<file path="src/rtl/mppt_po_sequencer.sv">
// ---------------------------------------------------------------------------
// mppt_po_sequencer
//
// Perturb-and-observe maximum-power-point tracker. Shares one 8-bit ADC
// between panel voltage and current, forms a 16-bit power estimate and steps
// the PWM duty toward maximum power once per settle period.
//
// Optional feature macro: MPPT_SOFTSTART_EN
//   When defined, leaving reset or IDLE first ramps duty from DUTY_MIN up to
//   DUTY_INIT in STEP increments, one step per settle period, with no ADC
//   traffic, before normal tracking starts.
//
// Ports:
//   clk       in   sole clock, rising edge
//   rst       in   asynchronous active-high reset
//   enable    in   tracking enable (level); low returns to IDLE
//   adc_req   out  conversion request, held until acknowledged
//   adc_sel   out  channel select, 0 = voltage, 1 = current
//   adc_ack   in   one-cycle acknowledge, adc_data valid in same cycle
//   adc_data  in   8-bit unsigned sample
//   duty      out  8-bit PWM duty command
//   duty_upd  out  one-cycle strobe whenever duty is written
//   power     out  last computed V x I (16-bit)
//   dir       out  perturbation direction, 1 = increase
//   busy      out  high in every state except IDLE
// ---------------------------------------------------------------------------
`timescale 1ns/1ps

module mppt_po_sequencer #(
  parameter int unsigned DUTY_INIT  = 128,
  parameter int unsigned DUTY_MIN   = 16,
  parameter int unsigned DUTY_MAX   = 240,
  parameter int unsigned STEP       = 4,
  parameter int unsigned SETTLE_CYC = 1024
) (
  input  logic        clk,
  input  logic        rst,
  input  logic        enable,
  output logic        adc_req,
  output logic        adc_sel,
  input  logic        adc_ack,
  input  logic [7:0]  adc_data,
  output logic [7:0]  duty,
  output logic        duty_upd,
  output logic [15:0] power,
  output logic        dir,
  output logic        busy
);

  localparam int CW = $clog2(SETTLE_CYC + 1);
  localparam logic [CW-1:0] CNT_LAST = CW'(SETTLE_CYC - 1);
  localparam logic [8:0] STEP9 = 9'(STEP);
  localparam logic [8:0] MIN9  = 9'(DUTY_MIN);
  localparam logic [8:0] MAX9  = 9'(DUTY_MAX);
  localparam logic [7:0] INIT8 = 8'(DUTY_INIT);
  localparam logic [7:0] MIN8  = 8'(DUTY_MIN);
  localparam logic [7:0] MAX8  = 8'(DUTY_MAX);

  typedef enum logic [2:0] {
    IDLE, RAMP, SETTLE, REQ_V, REQ_I, CALC, DECIDE
  } state_t;

  state_t          state_q;
  logic [CW-1:0]   cnt_q;
  logic [7:0]      v_q, i_q;
  logic [7:0]      duty_q;
  logic            dir_q;
  logic [15:0]     power_q, pPrev_q;
  logic            adcReq_q, adcSel_q, dutyUpd_q, busy_q;

  logic            decDir_d;
  logic [7:0]      decDuty_d;
  logic            turnDir;
  logic [8:0]      cand;

  // Decision math for DECIDE. The 9-bit candidate never wraps: a decrement
  // below zero saturates at 0 so it always lands in the lower clamp.
  always_comb begin
    turnDir = (power_q < pPrev_q) ? ~dir_q : dir_q;
    if (turnDir)
      cand = {1'b0, duty_q} + STEP9;
    else if ({1'b0, duty_q} > STEP9)
      cand = {1'b0, duty_q} - STEP9;
    else
      cand = 9'd0;
    decDuty_d = cand[7:0];
    decDir_d  = turnDir;
    if (cand >= MAX9) begin
      decDuty_d = MAX8;
      decDir_d  = 1'b0;
    end else if (cand <= MIN9) begin
      decDuty_d = MIN8;
      decDir_d  = 1'b1;
    end
  end

`ifdef MPPT_SOFTSTART_EN
  logic [8:0] rampCand;
  always_comb rampCand = {1'b0, duty_q} + STEP9;
`endif

  // Main sequencer. Disable has priority over everything, including an ack
  // arriving in the same cycle, so a half-finished measurement is discarded.
  always_ff @(posedge clk or posedge rst) begin
    if (rst) begin
      state_q   <= IDLE;
      cnt_q     <= '0;
      v_q       <= '0;
      i_q       <= '0;
      duty_q    <= INIT8;
      dir_q     <= 1'b1;
      power_q   <= '0;
      pPrev_q   <= '0;
      adcReq_q  <= 1'b0;
      adcSel_q  <= 1'b0;
      dutyUpd_q <= 1'b0;
      busy_q    <= 1'b0;
    end else begin
      dutyUpd_q <= 1'b0;
      if (!enable) begin
        state_q  <= IDLE;
        cnt_q    <= '0;
        adcReq_q <= 1'b0;
        adcSel_q <= 1'b0;
        busy_q   <= 1'b0;
      end else begin
        case (state_q)
          IDLE: begin
            busy_q <= 1'b1;
            cnt_q  <= '0;
`ifdef MPPT_SOFTSTART_EN
            state_q   <= RAMP;
            duty_q    <= MIN8;
            dutyUpd_q <= 1'b1;
`else
            state_q <= SETTLE;
`endif
          end
`ifdef MPPT_SOFTSTART_EN
          RAMP: begin
            if (cnt_q == CNT_LAST) begin
              cnt_q     <= '0;
              dutyUpd_q <= 1'b1;
              if (rampCand >= {1'b0, INIT8}) begin
                duty_q  <= INIT8;
                state_q <= SETTLE;
              end else begin
                duty_q <= rampCand[7:0];
              end
            end else begin
              cnt_q <= cnt_q + CW'(1);
            end
          end
`endif
          SETTLE: begin
            if (cnt_q == CNT_LAST) begin
              cnt_q    <= '0;
              state_q  <= REQ_V;
              adcReq_q <= 1'b1;
              adcSel_q <= 1'b0;
            end else begin
              cnt_q <= cnt_q + CW'(1);
            end
          end
          REQ_V: begin
            if (adc_ack) begin
              v_q      <= adc_data;
              adcSel_q <= 1'b1;
              state_q  <= REQ_I;
            end
          end
          REQ_I: begin
            if (adc_ack) begin
              i_q      <= adc_data;
              adcReq_q <= 1'b0;
              adcSel_q <= 1'b0;
              state_q  <= CALC;
            end
          end
          CALC: begin
            power_q <= {8'd0, v_q} * {8'd0, i_q};
            state_q <= DECIDE;
          end
          DECIDE: begin
            duty_q    <= decDuty_d;
            dir_q     <= decDir_d;
            dutyUpd_q <= 1'b1;
            pPrev_q   <= power_q;
            cnt_q     <= '0;
            state_q   <= SETTLE;
          end
          default: begin
            state_q <= IDLE;
            busy_q  <= 1'b0;
          end
        endcase
      end
    end
  end

  assign adc_req  = adcReq_q;
  assign adc_sel  = adcSel_q;
  assign duty     = duty_q;
  assign duty_upd = dutyUpd_q;
  assign power    = power_q;
  assign dir      = dir_q;
  assign busy     = busy_q;

endmodule

</file>
<file path="config.mk">
export PLATFORM = sky130hd
export DESIGN_NAME = mppt_po_sequencer
export DESIGN_NICKNAME = d
export VERILOG_FILES = /design/src/rtl/mppt_po_sequencer.sv
export SDC_FILE = /design/constraint.sdc
export NUM_CORES = 1
export LEC_CHECK = 0
export CORE_UTILIZATION = 50
export DETAILED_ROUTE_END_ITERATION = 8
export PLACE_DENSITY = 0.69
export SYNTH_ARGS = -nofsm -noshare
export SYNTH_HDL_FRONTEND = slang
export SYNTH_SLANG_ARGS = --single-unit
</file>
<file path="constraint.sdc">
create_clock -name clk -period 13.04 [get_ports clk]
set_input_delay 2.608 -clock clk [delete_from_list [all_inputs] [get_ports clk]]
set_output_delay 2.608 -clock clk [all_outputs]
set_load 0.1 [all_outputs]
</file>
==> metrics.yaml <==
run_status:
  status: "complete, but fails checks"
  failed_checks: "DRC"
floorplanning:
  io_pins: 41
  initial_utilization_pct: 52.2
  core-area_sq_um: 11600
  die_h_microns: 112
  die_x_microns: 112
  die-area_sq_um: 12500
  rows: 39
synthesis:
  avgSynthCellArea_sq_um: 9.50
  yosysWarnings: 0
  ys_ff_latch: 75
  synth_top_cell_area_share_pct: 30.3
  synthCells: 635
  yosys.area.top_type: "dfrtp_1"
  synthTopCellsByArea: "dfrtp_1, fa_1, ha_1"
  synth_nets: 738
  yosys.cell_types.count: 69
  syn-cell-area_sq_um: 6030
  synthArstFlopShare_pct: 100
  yosysSeqAreaShare_pct: 31.1
  synth-edff-count: 0
  synth_ff_type: "dfrtp_1"
sta:
  slew_headroom_pct: 28.6
  tns_ns: 0
  fin_crit_ns: 5.17
  rsz0062_at_grt: "no"
  period_share_pct: 39.6
  max_freq_mhz: 193
  finalClockSkew_ns: 0.00372
  setup_viol: 0
  setup_slack_ns: 7.87
  tightest_slew_ns: 1.06
  slew_viol_final: 0
  hold_violations: 0
pwr:
  vdd_drop_max_mv: 0.0653
  p_leak_uw: 0.00340
  p_per_area_nw_per_um2: 83.5
place:
  hpwl_microns: 8730
  placedCellCount: 801
  dp_slack_ns: 7.54
  portBuffers: 40
  placed_area_sq_um: 6520
  place_congestion: 0.863
cells_and_area:
  fin_nets: 772
  final-seq-area_sq_um: 1880
  finalNonFillerCells: 817
  fillers: 1028
  final_area_sq_um: 6850
  area_growth_pct: 13.5
  drive_gt1_share_pct: 8.16
  multi_input_area_sq_um: 3790
  n_antenna_cell: 0
setup_path:
  crit_arrival_ns: 5.42
  crit_top_cell: "nand3_1"
  start_kind: "input port"
  crit_type: "input port to flip-flop"
  critPathMaxStageDelay_ns: 0.96
  cp_top_family: "buffers and inverters"
  path_max_fanout: 45
  crit_buf_inv: 2
  required_ns: 13.29
  path_cells: "clkdlybuf4s50_1, nand3_1, clkinv_1, nand3_1, a31oi_1, o2bb2ai_1, a211oi_2"
  endpoint_kind: "flip-flop"
  crit_path_top_delay_cell: "clkinv_1"
run:
  max_cap_violations: 0
drt:
  drc: 3
  vias: 4448
  ant_nets: 0
  first_pass_iters: 7
  wl_per_cell_microns: 14.4
  vias_per_cell: 5.44
  drt-total-wl_microns: 11700
  initialDrtViolationCount: 238
clock_network:
  hold_buffers: 0
  clk_pin_slew_ns: 0.06
  ctsResizeCount: 0
  numCtsBuffers: 9
  cts.sinks: 75
  cts_tree: "built"
  h-tree-depth: 3
  clock_latency_ns: 0.33
  cts_buffer_depth: 2
  clockRootBuffer: "clkbuf_16"
  post-cts-setup-buffers: 0
global_route:
  grt_pass1_vias: 4498
  antenna_found_initial: 0
  grt_max_degree: 76
  overflow: 0
  grt_first_pass_wirelength_microns: 21100
  track_usage_pct: 20.8
worst_hold_path:
  hp-class: "flip-flop to flip-flop"
==> worst paths after layout <==
check / startpoint / depth (start not counted) / slack (ns) / end
max: enable / 7 / 7.87 / duty[5]
min: pPrev_q[0] / 2 / 0.48 / pPrev_q[0]
max reg2reg: v_q[4] / 14 / 8.41 / power[15]
min reg2reg: pPrev_q[0] / 2 / 0.48 / pPrev_q[0]
max in group asynchronous: rst / 3 / 9.57 / power[13]
min in group asynchronous: rst / 3 / 2.89 / cnt_q[9]
==> cells by family (layout without fill, tap and decap cells) <==
| kind of cell | after synthesis | count (layout) | share of synthesized area (%) |
|---|---|---|---|
| XOR/XNOR | 19 | 19 | 2.76 |
| buffers and inverters | 87 | 126 | 5.99 |
| AO/OA/AOI/OAI | 119 | 119 | 13.2 |
| adder cells (fa/ha/maj) | 91 | 91 | 23.4 |
| flip-flops | 75 | 75 | 31.1 |
| AND/OR/NAND/NOR | 220 | 220 | 19.1 |
| multiplexers | 24 | 24 | 4.48 |
==> tightest hold or removal path, cell delays in order, from the launching register on <==
cell and delay, ns:
dfrtp_1 0.34, nand2_1 0.05, nand2_1 0.06
==> synthesized netlist by cell type, types with 5 or more instances <==
master / n
ha_1: 55
nor3_1: 8
inv_1: 68
mux2_2: 20
nand2b_1: 6
dfrtp_1: 73
a211oi_1: 5
nand3_1: 15
nor2b_1: 9
and2_1: 53
clkbuf_1: 11
nor2_1: 31
xor2_1: 11
or3_1: 6
xnor2_1: 8
a21oi_1: 19
a21o_1: 5
a31oi_1: 6
nand2_1: 69
o21ai_1: 5
and3_1: 6
fa_1: 36
o21ai_0: 41
==> sequential cells by signal, indices dropped and copies added (netlist names) <==
register	count
i_q	8
busy	1
duty	8
dir	1
duty_upd	1
cnt_q	11
state_q	3
adc_req	1
adc_sel	1
v_q	8
power	16
pPrev_q	16
==> power by group <==
group	internal (uW)	switching, uW	leakage, uW
logic	20.8	33.3	0.00228
clock network	177	91.4	0.000165
registers	239	10.1	0.000959
total	437	135	0.00340
==> cells in the final DEF, fill, tap and decap left out, drive strengths merged, types with 6 or more instances in the layout <==
cell type	Yosys	final
nor3	10	10
clkdlybuf4s50	0	40
nand3	17	17
clkbuf	11	11
ha	55	55
a21oi	20	20
a31oi	6	6
fa	36	36
and3	6	6
inv	68	68
xor2	11	11
nand2b	6	6
nor2	31	31
a211oi	7	7
xnor2	8	8
nor2b	9	9
or3	7	7
dfrtp	73	73
o21ai	46	46
and2	53	53
nand2	69	69
mux2	21	21
==> per-layer routing <==
layer | global-route usage [%] | routed length, microns | vias to the layer above
li1 | - | - | 2209
met1 | 27.6 | 5580 | 2156
met2 | 34.6 | 5630 | 75
met3 | 4.30 | 425 | 8
met4 | 5.32 | 100 | 0
met5 | 0 | 0 | -
==> final cells by class <==
cell class                 instances  share of cell area, %
tap                              143                   2.61
multi-input combinational        473                   55.4
clock buffer                      11                   3.69
inverter                          69                   3.78
clock inverter                     5                   1.10
timing repair buffer              41                   5.96
sequential                        75                   27.5
==> per-stage QoR <==
step / total power (uW) / util (%) / hold WS (ns)
after CTS: 580 / 59.2 / 0.486
after global routing: 596 / 59.2 / 0.542
after detailed placement: 308 / 56.4 / 0.473
after floorplan: 292 / - / 0.438
final: 572 / 59.2 / 0.477
after global placement: 306 / 56.4 / 0.458
Power figures use the tool's default switching activity.
